**config.mk**
```make
export PLATFORM = sky130hd
export DESIGN_NAME = sound_event_sequencer
export DESIGN_NICKNAME = d
export VERILOG_FILES = /design/src/rtl/sound_event_sequencer_pkg.sv /design/src/rtl/sound_event_sequencer_fifo.sv /design/src/rtl/sound_event_sequencer.sv
export SDC_FILE = /design/constraint.sdc
export NUM_CORES = 1
export LEC_CHECK = 0
export BUFFER_PORTS_ARGS = -buffer_cell sky130_fd_sc_hd__buf_2
export CAP_MARGIN = 20
export CORE_UTILIZATION = 49
export DETAILED_ROUTE_END_ITERATION = 10
export GPL_ROUTABILITY_DRIVEN = 0
export HOLD_SLACK_MARGIN = 0.06
export PLACE_DENSITY = 0.7
export SYNTH_ARGS = -nofsm -noshare
export SYNTH_HDL_FRONTEND = slang
export SYNTH_SLANG_ARGS = --single-unit
export TNS_END_PERCENT = 5
```
**constraint.sdc**
```tcl
create_clock -name CLK -period 2.6 [get_ports CLK]
set_input_delay 0.52 -clock CLK [delete_from_list [all_inputs] [get_ports CLK]]
set_output_delay 0.52 -clock CLK [all_outputs]
set_load 0.05 [all_outputs]
```
**src/rtl/sound_event_sequencer_pkg.sv**
```systemverilog
// Shared types and constants for the sound event sequencer (package sound_pkg).
package sound_pkg;

  localparam int unsigned SOUND_SAMPLE_BITS = 2;

  localparam int unsigned EVT_PADDLE = 0;
  localparam int unsigned EVT_WALL   = 1;
  localparam int unsigned EVT_BRICK  = 2;
  localparam int unsigned EVT_LOST   = 3;

  typedef enum logic [1:0] {
    ST_IDLE,
    ST_ISSUE,
    ST_HOLD
  } sound_state_e;

endpackage

```
**src/rtl/sound_event_sequencer_fifo.sv**
```systemverilog
// Show-ahead synchronous FIFO; head word is visible on rdata whenever not empty.
module sound_fifo #(
  parameter int unsigned DEPTH = 4,
  parameter int unsigned WIDTH = 2
) (
  input  logic             CLK,
  input  logic             RESET,
  input  logic             push,
  input  logic [WIDTH-1:0] wdata,
  input  logic             pop,
  output logic [WIDTH-1:0] rdata,
  output logic             full,
  output logic             empty
);

  localparam int unsigned PTR_W = (DEPTH > 1) ? $clog2(DEPTH) : 1;

  logic [WIDTH-1:0] mem_q [DEPTH];
  logic [PTR_W-1:0] wr_ptr_q, wr_ptr_d;
  logic [PTR_W-1:0] rd_ptr_q, rd_ptr_d;
  logic [PTR_W:0]   count_q, count_d;
  logic             do_push, do_pop;

  assign full  = (count_q == (PTR_W+1)'(DEPTH));
  assign empty = (count_q == '0);
  assign rdata = mem_q[rd_ptr_q];

  // Push is judged against occupancy at cycle start, so a pop never makes room for a same-cycle push.
  always_comb begin
    do_push  = push && !full;
    do_pop   = pop && !empty;
    wr_ptr_d = wr_ptr_q;
    rd_ptr_d = rd_ptr_q;
    count_d  = count_q;
    if (do_push) wr_ptr_d = wr_ptr_q + PTR_W'(1);
    if (do_pop)  rd_ptr_d = rd_ptr_q + PTR_W'(1);
    if (do_push && !do_pop)      count_d = count_q + (PTR_W+1)'(1);
    else if (do_pop && !do_push) count_d = count_q - (PTR_W+1)'(1);
  end

  always_ff @(posedge CLK) begin
    if (RESET) begin
      wr_ptr_q <= '0;
      rd_ptr_q <= '0;
      count_q  <= '0;
    end else begin
      wr_ptr_q <= wr_ptr_d;
      rd_ptr_q <= rd_ptr_d;
      count_q  <= count_d;
    end
  end

  always_ff @(posedge CLK) begin
    if (do_push && !RESET) mem_q[wr_ptr_q] <= wdata;
  end

endmodule

```
**src/rtl/sound_event_sequencer.sv**
```systemverilog
// Game-event strobes to SELECT/TRIGGER command stream for the sample bank.
// Optional SOUND_PREEMPT_EN: a lower-index queued request cuts the current HOLD short.
module sound_event_sequencer
  import sound_pkg::*;
#(
  parameter int unsigned EVENT_COUNT = 4,
  parameter int unsigned SAMPLE_BITS = SOUND_SAMPLE_BITS,
  parameter int unsigned QUEUE_DEPTH = 4,
  parameter int unsigned HOLD_CYCLES = 5000000
) (
  input  logic                   CLK,
  input  logic                   RESET,
  input  logic [EVENT_COUNT-1:0] EVENT,
  output logic [SAMPLE_BITS-1:0] SELECT,
  output logic                   TRIGGER,
  output logic                   BUSY,
  output logic                   DROPPED
);

  localparam int unsigned CNT_W = (HOLD_CYCLES > 1) ? $clog2(HOLD_CYCLES) : 1;

  sound_state_e           state_q, state_d;
  logic [SAMPLE_BITS-1:0] sel_q, sel_d;
  logic                   trig_q, trig_d;
  logic [CNT_W-1:0]       cnt_q, cnt_d;
  logic                   busy_q, busy_d;
  logic                   drop_q, drop_d;
  logic [EVENT_COUNT-1:0] pending_q, pending_d;

  logic [EVENT_COUNT-1:0] push_mask;
  logic [SAMPLE_BITS-1:0] push_idx;
  logic                   found;
  logic                   fifo_push, fifo_pop, fifo_full, fifo_empty;
  logic [SAMPLE_BITS-1:0] fifo_head;

  sound_fifo #(
    .DEPTH (QUEUE_DEPTH),
    .WIDTH (SAMPLE_BITS)
  ) u_fifo (
    .CLK   (CLK),
    .RESET (RESET),
    .push  (fifo_push),
    .wdata (push_idx),
    .pop   (fifo_pop),
    .rdata (fifo_head),
    .full  (fifo_full),
    .empty (fifo_empty)
  );

  // Pending stage: lowest set index moves into the FIFO; a strobe on a bit
  // leaving this cycle starts a fresh request instead of being coalesced.
  always_comb begin
    push_mask = '0;
    push_idx  = '0;
    found     = 1'b0;
    for (int unsigned i = 0; i < EVENT_COUNT; i++) begin
      if (!found && pending_q[i]) begin
        found        = 1'b1;
        push_mask[i] = 1'b1;
        push_idx     = SAMPLE_BITS'(i);
      end
    end
    fifo_push = found && !fifo_full;
    if (!fifo_push) push_mask = '0;
    pending_d = (pending_q & ~push_mask) | EVENT;
    drop_d    = |(EVENT & pending_q & ~push_mask);
  end

  always_comb begin
    state_d  = state_q;
    sel_d    = sel_q;
    trig_d   = 1'b0;
    cnt_d    = cnt_q;
    fifo_pop = 1'b0;
    unique case (state_q)
      ST_IDLE: begin
        if (!fifo_empty) begin
          fifo_pop = 1'b1;
          sel_d    = fifo_head;
          trig_d   = 1'b1;
          state_d  = ST_ISSUE;
        end
      end
      ST_ISSUE: begin
        cnt_d   = CNT_W'(HOLD_CYCLES - 1);
        state_d = ST_HOLD;
      end
      ST_HOLD: begin
        if (cnt_q == '0) state_d = ST_IDLE;
        else             cnt_d   = cnt_q - CNT_W'(1);
`ifdef SOUND_PREEMPT_EN
        if (!fifo_empty && (fifo_head < sel_q)) state_d = ST_IDLE;
`endif
      end
      default: state_d = ST_IDLE;
    endcase
    busy_d = (state_q != ST_IDLE) || !fifo_empty || (|pending_q) || (|EVENT);
  end

  always_ff @(posedge CLK) begin
    if (RESET) begin
      state_q   <= ST_IDLE;
      sel_q     <= '0;
      trig_q    <= 1'b0;
      cnt_q     <= '0;
      busy_q    <= 1'b0;
      drop_q    <= 1'b0;
      pending_q <= '0;
    end else begin
      state_q   <= state_d;
      sel_q     <= sel_d;
      trig_q    <= trig_d;
      cnt_q     <= cnt_d;
      busy_q    <= busy_d;
      drop_q    <= drop_d;
      pending_q <= pending_d;
    end
  end

  assign SELECT  = sel_q;
  assign TRIGGER = trig_q;
  assign BUSY    = busy_q;
  assign DROPPED = drop_q;

endmodule

```
==> flow_summary.toml <==
[die]
die_area_um2 = 5070
die_h_um = 71.2
start_util_pct = 52.5
rows = 24
die_w_um = 71.2
coreArea_um2 = 4470
boundaryPins = 11

[flow_run]
maxCapViolCount = 0

[final_layout]
fin_nets = 284
fillers = 398
diodes = 0
drive_above_1_share_pct = 14.0
syn_to_final_growth_pct = 9.59

[clock_tree]
clkLatencyLatePin_ps = 300
post-cts-setup-buffer-count = 0
cts_sinks = 49
cts_tree = "done"
postCtsResizedCells = 0
cts_buffers = 5
cts_buffer_depth = 2
cts_root_buf = "clkbuf_8"
cts_max_level = 2
cts.clk_slew.worst_paths_ps = 80
ctsHoldBuffers = 0

[route]
via_per_inst = 5.72
drt_iter0_markers = 121
drc = 0
wirelength_um = 4530
first_pass_iters = 4
vias = 1854
postRouteAntennaNets = 0
post_drt_wl_per_cell_um = 14.0

[timing]
worst_slew_pin_slew_ps = 573
fmax_mhz = 412
finalSetupViolCount = 0
skew_ps = 6.17
maxSlewViolCount = 0
hold_viol_final = 0
layout_min_cycle_time_ps = 2430
hold_ws_ps = 454
post-route-period-util_pct = 93.3
tns_ps = 0
maxSlewHeadroom_pct = 61.7

[grt]
overflow = 0
antenna_found_initial = 0
grt_pass1_vias = 1730
grt_usage_pct = 19.4
grt_pass1_wl_um = 7670
grt_start_max_net_pins = 28

[power]
power.leakage_uw = 0.000994
powerDensity_nw_per_um2 = 1220
max-vdd-ir-drop_mv = 0.550

[worst_setup_path]
arrival_ps = 2620
required_ps = 2790
path_max_fanout = 6
worst-setup-path-type = "flop to flop"
worst_setup_path_end_kind = "flop"
critPathLaunchType = "flop"
r2r_cells = 8

[yosys]
synth-async-reset-ratio_pct = 0
synth_cell_types = 47
synth-edff-count = 8
synth_seq_cells = 49
synth_area_um2 = 2350
synth_top_flop_cell = "dfxtp_1"
synthesis.nets = 271
synthCells = 258
syn-mean-instance-area_um2 = 9.10
yosysSeqAreaShare_pct = 45.2
ys_warn_count = 0

[worst_hold_path]
hold_depth = 2
min_path_type = "flop to flop"

[placement]
io_buffer_count = 10
dp_hpwl_um = 3250

[run_status]
status = "finished clean"
worst max-delay path, cell delays in order (launching register included):
cell     delay (ps)
dfxtp_1         320
inv_1           110
ha_1            210
or3b_2          460
buf_4           170
or3_2           510
nor4b_1         340
xnor2_1         160
nor2_1           50
state kept, by name (all words and copies together) (netlist names):
register	cells
cnt_q	23
u_fifo.mem_q	8
pending_q	4
u_fifo.count_q	3
SELECT	2
state_q	2
u_fifo.rd_ptr_q	2
u_fifo.wr_ptr_q	2
BUSY	1
DROPPED	1
TRIGGER	1
report_power, final:
| part | total, µW | internal [µW] | leakage [µW] | switching [µW] |
|---|---|---|---|---|
| combinational | 1540 | 619 | 0.000537 | 917 |
| clock | 451 | 217 | 0.0000455 | 234 |
| sequential | 1150 | 977 | 0.000411 | 176 |
cell type report:
class	count	area (µm²)	area share (%)
Multi-Input combinational cell	188	1210	47.2
Sequential cell	49	1060	41.2
Timing Repair Buffer	18	110	4.28
Clock buffer	8	90.1	3.50
Tap cell	52	65.1	2.53
Inverter	9	33.8	1.31
path summary, 6_finish.rpt:
check / end / startpoint / slack, ps
worst max register to register: cnt_q[16]$_SDFFE_PP0P_ / cnt_q[0]$_SDFFE_PP0P_ / 170
worst max-delay path: cnt_q[16]$_SDFFE_PP0P_ / cnt_q[0]$_SDFFE_PP0P_ / 170
worst min-delay path: SELECT[1]$_SDFFE_PP0P_ / SELECT[1]$_SDFFE_PP0P_ / 450
worst min register to register: SELECT[1]$_SDFFE_PP0P_ / SELECT[1]$_SDFFE_PP0P_ / 450
placed cells by master (no fill, tap or decap), types with 2 or more instances in the layout:
cell type | netlist | final
o21ai_0 | 9 | 9
nor3_1 | 13 | 13
o21bai_1 | 2 | 2
or3_1 | 10 | 10
nand3_1 | 4 | 4
o21a_1 | 2 | 2
o41ai_1 | 2 | 2
buf_4 | 0 | 8
mux4_2 | 2 | 2
buf_2 | 1 | 10
dfxtp_1 | 41 | 41
ha_1 | 6 | 6
nor4_1 | 7 | 7
nor2_1 | 33 | 32
nor2b_1 | 3 | 3
nand2b_1 | 4 | 4
mux2i_1 | 5 | 5
and2_1 | 4 | 4
xor2_1 | 5 | 5
o211ai_1 | 3 | 3
or4_1 | 6 | 6
a21oi_1 | 18 | 18
nand2_1 | 11 | 11
clkbuf_1 | 10 | 2
or3_2 | 3 | 3
inv_1 | 9 | 9
edfxtp_1 | 8 | 8
clkbuf_8 | 0 | 6
o31ai_1 | 4 | 4
nor3b_1 | 2 | 2
xnor2_1 | 6 | 6
a31oi_1 | 5 | 5
or2_2 | 4 | 4
synth_stat cells, types with 2 or more instances:
cell type	instances	area [µm²]
mux2i_1	5	50.1
ha_1	6	75.1
edfxtp_1	8	240
o21a_1	2	15.0
a31oi_1	5	31.3
nand2b_1	4	25.0
mux4_2	2	45.0
or3_2	3	22.5
o41ai_1	2	17.5
inv_1	9	33.8
o31ai_1	4	30.0
o21bai_1	2	15.0
or4_1	6	45.0
o211ai_1	3	22.5
o21ai_0	9	45.0
xor2_1	5	43.8
nand3_1	4	20.0
and2_1	4	25.0
clkbuf_1	10	37.5
nor3b_1	2	15.0
xnor2_1	6	52.6
nand2_1	11	41.3
nor2b_1	3	18.8
nor4_1	7	43.8
nor2_1	33	124
nor3_1	13	65.1
dfxtp_1	41	821
or3_1	10	62.6
or2_2	4	25.0
a21oi_1	18	90.1
routing by layer:
metal,global-route usage (%),share of wire (%),vias to the layer above
met5,0,0,-
met4,6.67,1.0,0
met3,4.36,4.8,5
met2,29.9,43,40
met1,27.0,51,847
li1,-,-,962
kinds of logic (layout without fill, tap and decap cells):
logic type      count (synthesis)  after routing  share of synthesized area, %
compound gates                 54             54                          14.6
xor+xnor                       11             11                          4.10
fa+ha+maj                       7              7                          4.05
buf+inv                        21             35                          3.41
flops                          49             49                          45.2
mux                             7              7                          4.05
simple gates                  109            109                          24.6
through the flow:
step	instance area (µm²)	utilization (%)	std cells	worst slack [ps]	power (µW)
after floorplan	2350	-	258	264	2310
after global placement	2480	55.4	316	184	2660
after detailed placement	2480	55.4	316	110	2680
after CTS	2570	57.4	324	101	3140
after global routing	2570	57.5	324	-0.0600	3390
final	2570	57.5	324	173	3140
Power figures use the tool's default switching activity.
